### config.mk
export PLATFORM = sky130hd
export DESIGN_NAME = sdft_sequencer
export DESIGN_NICKNAME = d
export VERILOG_FILES = /design/src/rtl/stft_pkg.sv /design/src/rtl/sdft_sequencer_buffer.sv /design/src/rtl/sdft_sequencer.sv
export SDC_FILE = /design/constraint.sdc
export NUM_CORES = 1
export LEC_CHECK = 0
export BUFFER_PORTS_ARGS = -buffer_cell sky130_fd_sc_hd__buf_2
export CORE_MARGIN = 2
export CORE_UTILIZATION = 38
export CTS_CLUSTER_SIZE = 12
export DETAILED_ROUTE_END_ITERATION = 8
export GPL_TIMING_DRIVEN = 1
export SLEW_MARGIN = 20
export SYNTH_ARGS = -nofsm -noshare
export SYNTH_HDL_FRONTEND = slang
export SYNTH_SLANG_ARGS = --single-unit
### constraint.sdc
create_clock -name clk -period 6.25 [get_ports clk]
set_input_delay 0.3125 -clock clk [delete_from_list [all_inputs] [get_ports clk]]
set_output_delay 0.3125 -clock clk [all_outputs]
set_load 0.1 [all_outputs]
### src/rtl/stft_pkg.sv
// stft_pkg: state encoding and default constants shared by the sliding-DFT pipeline blocks.
package stft_pkg;

    typedef enum logic [1:0] {
        ST_IDLE  = 2'd0,
        ST_SWEEP = 2'd1,
        ST_DRAIN = 2'd2
    } seq_state_t;

    localparam int SPU_LATENCY_DEFAULT = 3;

endpackage

### src/rtl/sdft_sequencer_buffer.sv
// sdft_sequencer_buffer: fixed-depth shift-register delay line, cleared by the asynchronous reset.
module sdft_sequencer_buffer #(
    parameter int WIDTH = 1,
    parameter int DEPTH = 1
) (
    input  logic             clk,
    input  logic             reset_n,
    input  logic [WIDTH-1:0] d,
    output logic [WIDTH-1:0] q
);

    logic [WIDTH-1:0] stage [DEPTH];

    always_ff @(posedge clk or negedge reset_n) begin
        if (!reset_n) begin
            for (int i = 0; i < DEPTH; i++) stage[i] <= '0;
        end else begin
            stage[0] <= d;
            for (int i = 1; i < DEPTH; i++) stage[i] <= stage[i-1];
        end
    end

    assign q = stage[DEPTH-1];

endmodule

### src/rtl/sdft_sequencer.sv
// sdft_sequencer: runs one full bin-update sweep per accepted sample for a sliding DFT.
// Define SDFT_SEQ_OVERLAP_EN to accept the next sample on the last read of a sweep.
module sdft_sequencer
    import stft_pkg::*;
#(
    parameter int WORD_WIDTH  = 16,
    parameter int FFT_SIZE    = 512,
    parameter int SPU_LATENCY = SPU_LATENCY_DEFAULT,
    parameter int DISP_DECIM  = 16
) (
    input  logic                          clk,
    input  logic                          reset_n,
    input  logic                          i_sample_valid,
    output logic                          o_sample_ready,
    input  logic signed [WORD_WIDTH-1:0]  i_sample,
    input  logic signed [WORD_WIDTH-1:0]  i_oldest,
    output logic [$clog2(FFT_SIZE)-1:0]   o_rd_addr,
    output logic [$clog2(FFT_SIZE)-1:0]   o_idx,
    output logic signed [WORD_WIDTH-1:0]  o_sample_diff,
    output logic                          o_wr_en,
    output logic                          o_disp_wr_en,
    output logic                          o_busy,
    output logic                          o_sweep_done
);

    localparam int AW = $clog2(FFT_SIZE);
    localparam int DW = (DISP_DECIM > 1) ? $clog2(DISP_DECIM) : 1;
    localparam int CW = $clog2(SPU_LATENCY + 2);
    localparam logic [AW-1:0] LAST_ADDR  = AW'(FFT_SIZE - 1);
    localparam logic [DW-1:0] LAST_DEC   = DW'(DISP_DECIM - 1);
    localparam logic [CW-1:0] LAST_DRAIN = CW'(SPU_LATENCY);
`ifdef SDFT_SEQ_OVERLAP_EN
    localparam bit OVERLAP_EN = 1'b1;
`else
    localparam bit OVERLAP_EN = 1'b0;
`endif

    seq_state_t state, state_next;

    logic                         accept;
    logic                         sweep_last;
    logic                         drain_last;
    logic                         last_write;
    logic [DW-1:0]                dec_cnt;
    logic [CW-1:0]                drain_cnt;
    logic signed [WORD_WIDTH:0]   diff_wide;
    logic signed [WORD_WIDTH-1:0] diff_sat;
    logic signed [WORD_WIDTH-1:0] diff_q;

    assign accept     = i_sample_valid && o_sample_ready;
    assign sweep_last = (state == ST_SWEEP) && (o_rd_addr == LAST_ADDR);
    assign drain_last = (state == ST_DRAIN) && (drain_cnt == LAST_DRAIN);
    assign last_write = o_wr_en && (o_idx == LAST_ADDR);

    // One guard bit catches overflow; disagreeing top bits mean clamp toward the guard's sign.
    assign diff_wide = {i_sample[WORD_WIDTH-1], i_sample} - {i_oldest[WORD_WIDTH-1], i_oldest};

    always_comb begin
        diff_sat = diff_wide[WORD_WIDTH-1:0];
        if (diff_wide[WORD_WIDTH] != diff_wide[WORD_WIDTH-1])
            diff_sat = diff_wide[WORD_WIDTH] ? {1'b1, {(WORD_WIDTH-1){1'b0}}}
                                             : {1'b0, {(WORD_WIDTH-1){1'b1}}};
    end

    always_ff @(posedge clk or negedge reset_n) begin
        if (!reset_n) state <= ST_IDLE;
        else          state <= state_next;
    end

    always_comb begin
        state_next = state;
        case (state)
            ST_IDLE:  if (accept) state_next = ST_SWEEP;
            ST_SWEEP: if (sweep_last && !accept) state_next = ST_DRAIN;
            ST_DRAIN: if (drain_last) state_next = ST_IDLE;
            default:  state_next = ST_IDLE;
        endcase
    end

    always_comb begin
        o_sample_ready = (state == ST_IDLE) || (OVERLAP_EN && sweep_last);
        o_busy         = (state != ST_IDLE);
    end

    // Write stage trails the read address by one cycle to line up with RAM/ROM read data.
    always_ff @(posedge clk or negedge reset_n) begin
        if (!reset_n) begin
            diff_q        <= '0;
            o_rd_addr     <= '0;
            o_idx         <= '0;
            o_sample_diff <= '0;
            o_wr_en       <= 1'b0;
            o_disp_wr_en  <= 1'b0;
            dec_cnt       <= '0;
            drain_cnt     <= '0;
        end else begin
            if (accept) begin
                diff_q    <= diff_sat;
                o_rd_addr <= '0;
            end else if ((state == ST_SWEEP) && !sweep_last) begin
                o_rd_addr <= o_rd_addr + 1'b1;
            end

            drain_cnt <= (state == ST_DRAIN) ? drain_cnt + 1'b1 : '0;

            if (sweep_last)
                dec_cnt <= (dec_cnt == LAST_DEC) ? '0 : dec_cnt + 1'b1;

            o_wr_en      <= (state == ST_SWEEP);
            o_disp_wr_en <= (state == ST_SWEEP) && (dec_cnt == LAST_DEC);
            if (state == ST_SWEEP) begin
                o_idx         <= o_rd_addr;
                o_sample_diff <= diff_q;
            end
        end
    end

    sdft_sequencer_buffer #(
        .WIDTH (1),
        .DEPTH (SPU_LATENCY)
    ) u_done_delay (
        .clk     (clk),
        .reset_n (reset_n),
        .d       (last_write),
        .q       (o_sweep_done)
    );

endmodule

After elaboration in Yosys (flattened, before gate mapping)

Index checks and enable logic that the tools add are counted.

Register bits after elaboration: 64
Output and inout port bits: 39
Logic and storage cells: 49

$add $sub $neg: 4
Eq/ne operators: 10
Mux-type cells: 10
Reductions and logical operators: 13

Operator list:

| operator            | number |
|---|---|
| $mux 16             | 2 |
| $eq 9x9->1 const B  | 2 |
| $mux 9              | 2 |
| $sub 16x16->17      | 1 |
| $add 9x1->9 const B | 1 |
| $logic_and 1x1->1   | 7 |
| $mux 2              | 3 |
| $pmux 2 s3          | 1 |
| $add 4x1->4 const B | 1 |
| $eq 4x4->1 const B  | 1 |
| $mux 4              | 1 |
| $ne 2x1->1 const B  | 2 |
| $reduce_bool 2->1   | 2 |
| $add 3x1->3 const B | 1 |
| $eq 3x2->1 const B  | 1 |
| $mux 3              | 1 |
| $reduce_and 3->1    | 1 |
| $eq 2x1->1 const B  | 1 |
| $eq 2x2->1 const B  | 1 |
| $logic_not 1->1     | 2 |
| $logic_not 2->1     | 1 |
| $ne 2x2->1 const B  | 1 |
| $ne 1x1->1          | 1 |

Logic depth before layout (Yosys ltp)

Depth after elaboration: 6
Mapped depth: 11
Gate-level depth less buffers: 10

By module

A second synthesis with hierarchy kept.

Cell total of the unflattened synthesis: 396
Area total of the unflattened synthesis: 3502.1 um^2

By module, submodules not included:

| module                | instances | cells each | area an instance (um^2) |
|---|---|---|---|
| sdft_sequencer        | 1         | 393        | 3427.0 |
| sdft_sequencer_buffer | 1         | 3          | 75.1 |

Least setup slack after synthesis

No wires, ideal clock.

Path type: reg2reg
Start point: register state[1]
End point: register o_rd_addr[7]
Data arrival time: 2.872 ns
Setup slack: 3.300 ns
Stages on the path, launching flop included: 9
Clock period less this slack: 2.950 ns
Cells stage by stage: dfrtp_1 or2_1 inv_1 and2_1 nor2_1 inv_1 nand4_1 or3_1 a21oi_1

Elaborated cells on any way between the ends: 8
Classes of those cells: 1 x eq/ne; 1 x mux; 6 x reduce/logical

RTL lines:

| element                                            | RTL line              | source |
|---|---|---|
| from (decl)                                        | sdft_sequencer.sv:38  | `seq_state_t state, state_next;` |
| from (signal assigned)                             | sdft_sequencer.sv:67  | `else state <= state_next;` |
| $logic_not 2->1 *                                  | sdft_sequencer.sv:81  | `o_sample_ready = (state == ST_IDLE) \|\| (OVERLAP_EN && sweep_last);` |
| named net o_sample_ready                           | sdft_sequencer.sv:14  | `output logic o_sample_ready,` |
| $logic_and 1x1->1 *                                | sdft_sequencer.sv:50  | `assign accept = i_sample_valid && o_sample_ready;` |
| $mux 9 / $reduce_bool 2->1 (equally long branches) | --                    |  |
| to (signal assigned)                               | sdft_sequencer.sv:101 | `o_rd_addr <= o_rd_addr + 1'b1;` |
| to (decl)                                          | sdft_sequencer.sv:17  | `output logic [$clog2(FFT_SIZE)-1:0] o_rd_addr,` |

Mark *: on every way through the listed nets, which the timed path passes. The rest lies on a longest branch.
A chain may end at the register's enable or synchronous reset.

Worst setup path in the final report

Start point: input port i_sample[0]
End point: register diff_q[1]

Word-level cells in the longest chain between the ends: 3
Elaborated cells on any way between the ends: 4
Classes of those cells: 1 x add/sub; 1 x eq/ne; 2 x mux

RTL lines:

| element                                      | RTL line                                   | source |
|---|---|---|
| from (decl)                                  | sdft_sequencer.sv:15                       | `input logic signed [WORD_WIDTH-1:0] i_sample,` |
| $sub 16x16->17 *                             | sdft_sequencer.sv:56                       | `assign diff_wide = {i_sample[WORD_WIDTH-1], i_sample} - {i_oldest[WORD_WIDTH-1], i_oldest};` |
| $mux 16 / $ne 1x1->1 (equally long branches) | sdft_sequencer.sv:61, sdft_sequencer.sv:60 |  |
| $mux 16 *                                    | sdft_sequencer.sv:60                       | `if (diff_wide[WORD_WIDTH] != diff_wide[WORD_WIDTH-1])` |
| to (signal assigned)                         | sdft_sequencer.sv:98                       | `diff_q <= diff_sat;` |
| to (decl)                                    | sdft_sequencer.sv:48                       | `logic signed [WORD_WIDTH-1:0] diff_q;` |

Every way passes the cells marked *; elsewhere a longest branch is shown, timed or not.

==> flow_results.org <==
** Status
- Run status :: finished clean

** GRT
- Across every metal layer, demand over resource in global routing totals 15.4%.
- Global-route wire length before repair :: 12500 µm
- The via count of the first global-routing pass is 2676.
- Pin count of the biggest net entering global routing :: 65
- Aggregate global routing overflow :: 0
- The number of antenna violations at the first check in global routing came to 0.

** Setup path
- The worst setup path is captured at a flip-flop.
- The worst setup path is launched from a primary input.
- Along the worst path, the maximum fanout reaches 22.
- Data on the critical path is required at its endpoint by 6.45 ns.
- Data arrival time of the critical path :: 2.86 ns
- The critical path in this run is classified as in2reg.

** Logic synthesis
- Prevailing post-synth register cell :: dfrtp_1
- The Yosys step of the flow raised 0 warnings.
- Seq/Total Area, Yosys :: 45.7%
- The cell area that synthesis handed to floorplanning was 0.00350 mm².
- Counting flops and latches in the post-synthesis netlist gives 64.
- Number of distinct library cells after synthesis :: 50
- In the synthesized netlist, the number of instances is 396.
- Of all flip-flops after synthesis, the portion carrying an async set or reset was 100%.
- Averaged over all synthesized cells, the footprint is 8.84 µm².
- In this run, synthesis inferred 0 flip-flops with an integrated enable.
- Synthesized Nets :: 453

** Clocking
- Post-CTS setup buffers :: 0
- Clock-pin slew reported for the worst setup and hold paths after clock tree synthesis :: 0.07 ns
- Clock insertion delay at the later pin of the skew report :: 0.33 ns
- Total clock sinks :: 64
- Buffer cell driving the clock tree root :: clkbuf_8
- Gates resized, CTS repair :: 0
- Max clock buf depth :: 2
- Clock tree synthesis inserted a total of 9 buffers.
- H-tree depth reported by CTS :: 3
- After clock tree synthesis, the flow added hold-fix buffers numbering 0.
- TritonCTS built the clock tree.

** Floorplanning
- The region available for standard cell placement spans 0.00911 mm².
- During I/O placement, the number of pins put on the boundary was 74.
- Starting Density :: 38.4%
- Die width :: 100 µm
- The die covers 0.0100 mm².
- Core Rows :: 35
- The floorplan step set the die height to 100 µm.

** Place
- Placed cell count :: 569
- Input and output buffers added on the ports amount to 73.
- The placed instances occupy a cell area of 0.00396 mm².
- Setup WS pre-CTS :: 3.26 ns
- DP Wirelength :: 5450 µm
- Routability-driven placement finished with a final weighted congestion of 0.806.

** Timing
- Setup repair after global routing left no endpoint under its margin.
- In the post-route analysis, the smallest setup slack over all paths is 3.60 ns.
- Final Skew :: 0.00973 ns
- Setup total negative slack on the finished layout was measured at 0 ns.
- The worst pin sits at a relative slew slack of 33.9%.
- The number of hold-slack violations in the final timing report is 0.
- Setup violations remaining at the end of the flow were counted as 0.
- Fin. max-slew vios :: 0
- Final min period :: 2.65 ns
- Max Clk Rate :: 0.377 GHz
- Of the available clock period, the critical path in the final layout requires 42.5%.
- Transition at the pin with the smallest max-transition slack :: 0.990 ns

** Power
- The analysis attributes to cell leakage a power of 2.22 nW.
- Worst-case vdd ir drop :: 0.304 mV
- PwrDens :: 476 mW/mm²

** Cells and area
- The number of antenna diodes in the final layout is 0.
- Share of final-layout standard cells stronger than drive strength 1 :: 20.7%
- Area Growth Syn to Fin :: 20.2%
- The finished cells cover 0.00421 mm².
- After the flow finishes, the layout carries non-filler instances totaling 585.
- Nets@finish :: 526

** Flow run
- Max-cap violations :: 0

** Routing
- The detail route stage leaves a number of antenna-violating nets equal to 0.
- DR WL/cell :: 12.5 µm
- Wires add up to 7340 µm.
- Summing over every cut layer, the via total after detailed routing is 2906.
- Router iterations before antenna repair :: 4
- Ratio of routed vias to standard cells :: 4.97
- DRC :: 0
- For this block, the initial DRC count from the detailed router was 123.

** Worst hold path
- Type of the tightest min-delay check :: in2async
==> cell usage in the layout, fill, tap and decap left out, drive strengths merged, types with 3 or more instances in the layout <==
cell type,count
nor3,5
buf,74
nand2b,3
o21ai,30
a22oi,3
ha,21
nor2,17
inv,26
a21oi,23
a21o,6
xnor2,4
a22o,4
nand2,102
nand4,6
nand3,10
xor2,7
and2,4
o211ai,4
bufinv,3
nor2b,3
dfrtp,64
clkbuf,11
or3,6
a211oi,5
a31o,3
and3,4
==> where the power goes <==
part	internal, W	total (W)	switching, W
Sequential	0.000531	0.000614	0.0000824
Combinational	0.000168	0.000960	0.000792
Clock	0.000276	0.000431	0.000155
Total	0.000975	0.00200	0.00103
==> cell type report <==
cell class,count,area [µm²]
multi-input cells,294,1750
repair buffers,74,373
well taps,111,139
flip-flops and latches,64,1600
fillers,900,4900
inverters,26,97.6
clock buffers,11,141
clock inverters,5,104
==> worst paths after layout <==
check	slack, ns	startpoint	to	cells past startpoint
setup / recovery	3.60	i_sample[0]	diff_q[1]$_DFFE_PN0P_	11
hold / removal	0.14	reset_n	dec_cnt[3]$_DFFE_PN0N_	2
setup reg to reg	3.72	o_rd_addr[3]$_DFFE_PN0P_	o_rd_addr[7]$_DFFE_PN0P_	10
hold reg to reg	0.35	u_done_delay.stage[1]$_DFF_PN0_	u_done_delay.q$_DFF_PN0_	0
max in group asynchronous	5.58	reset_n	o_idx[7]$_DFFE_PN0P_	2
min in group clk	0.35	u_done_delay.stage[1]$_DFF_PN0_	u_done_delay.q$_DFF_PN0_	0
==> cells in the mapped netlist (7+ instances only) <==
cell type | instances | area, µm²
a21oi_1 | 22 | 110
dfrtp_1 | 64 | 1600
ha_1 | 21 | 263
inv_1 | 26 | 97.6
nand2_1 | 102 | 383
nand3_1 | 10 | 50.1
nor2_1 | 17 | 63.8
o21ai_0 | 16 | 80.1
o21ai_1 | 13 | 65.1
xor2_1 | 7 | 61.3
==> layer usage <==
layer	wire length (µm)	global-route usage [%]	vias to the layer above
li1	-	-	1511
met1	3720	22.1	1321
met2	3220	23.7	66
met3	309	2.23	8
met4	87	5.69	0
met5	0	0	-
==> stage by stage <==
stage | hold slack, ns | total power, W | util [%]
2_1_floorplan | 0.0169 | 0.00141 | -
3_3_place_gp | 0.335 | 0.00158 | 43.5
3_5_place_dp | 0.337 | 0.00159 | 43.5
4_1_cts | 0.172 | 0.00202 | 46.2
5_1_grt | 0.202 | 0.00210 | 46.2
6_report | 0.139 | 0.00200 | 46.2
==> state kept, by name, summed over array words and instances (netlist names) <==
| name | flops |
|---|---|
| state | 2 |
| o_rd_addr | 9 |
| o_wr_en | 1 |
| dec_cnt | 4 |
| drain_cnt | 3 |
| u_done_delay.stage | 2 |
| diff_q | 16 |
| o_idx | 9 |
| u_done_delay.q | 1 |
| o_sample_diff | 16 |
| o_disp_wr_en | 1 |
==> critical path: stages <==
cell and delay [ns]:
buf_2 0.10, inv_1 0.05, ha_1 0.15, inv_1 0.05, fa_1 0.40, a21o_1 0.21
a221oi_4 0.35, a21oi_2 0.12, o31a_1 0.53, o21ai_2 0.44, o21ai_1 0.13
==> cell families (layout without fill, tap and decap cells) <==
family	Yosys count	in the layout	synth area share, %
compound gates	95	95	18.1
xor+xnor	11	11	2.75
fa+ha+maj	22	22	8.07
buf+inv	38	116	4.25
flops	64	64	45.7
mux	2	2	0.643
simple gates	164	164	20.4
Note: power is estimated with default switching activity, not from simulation.
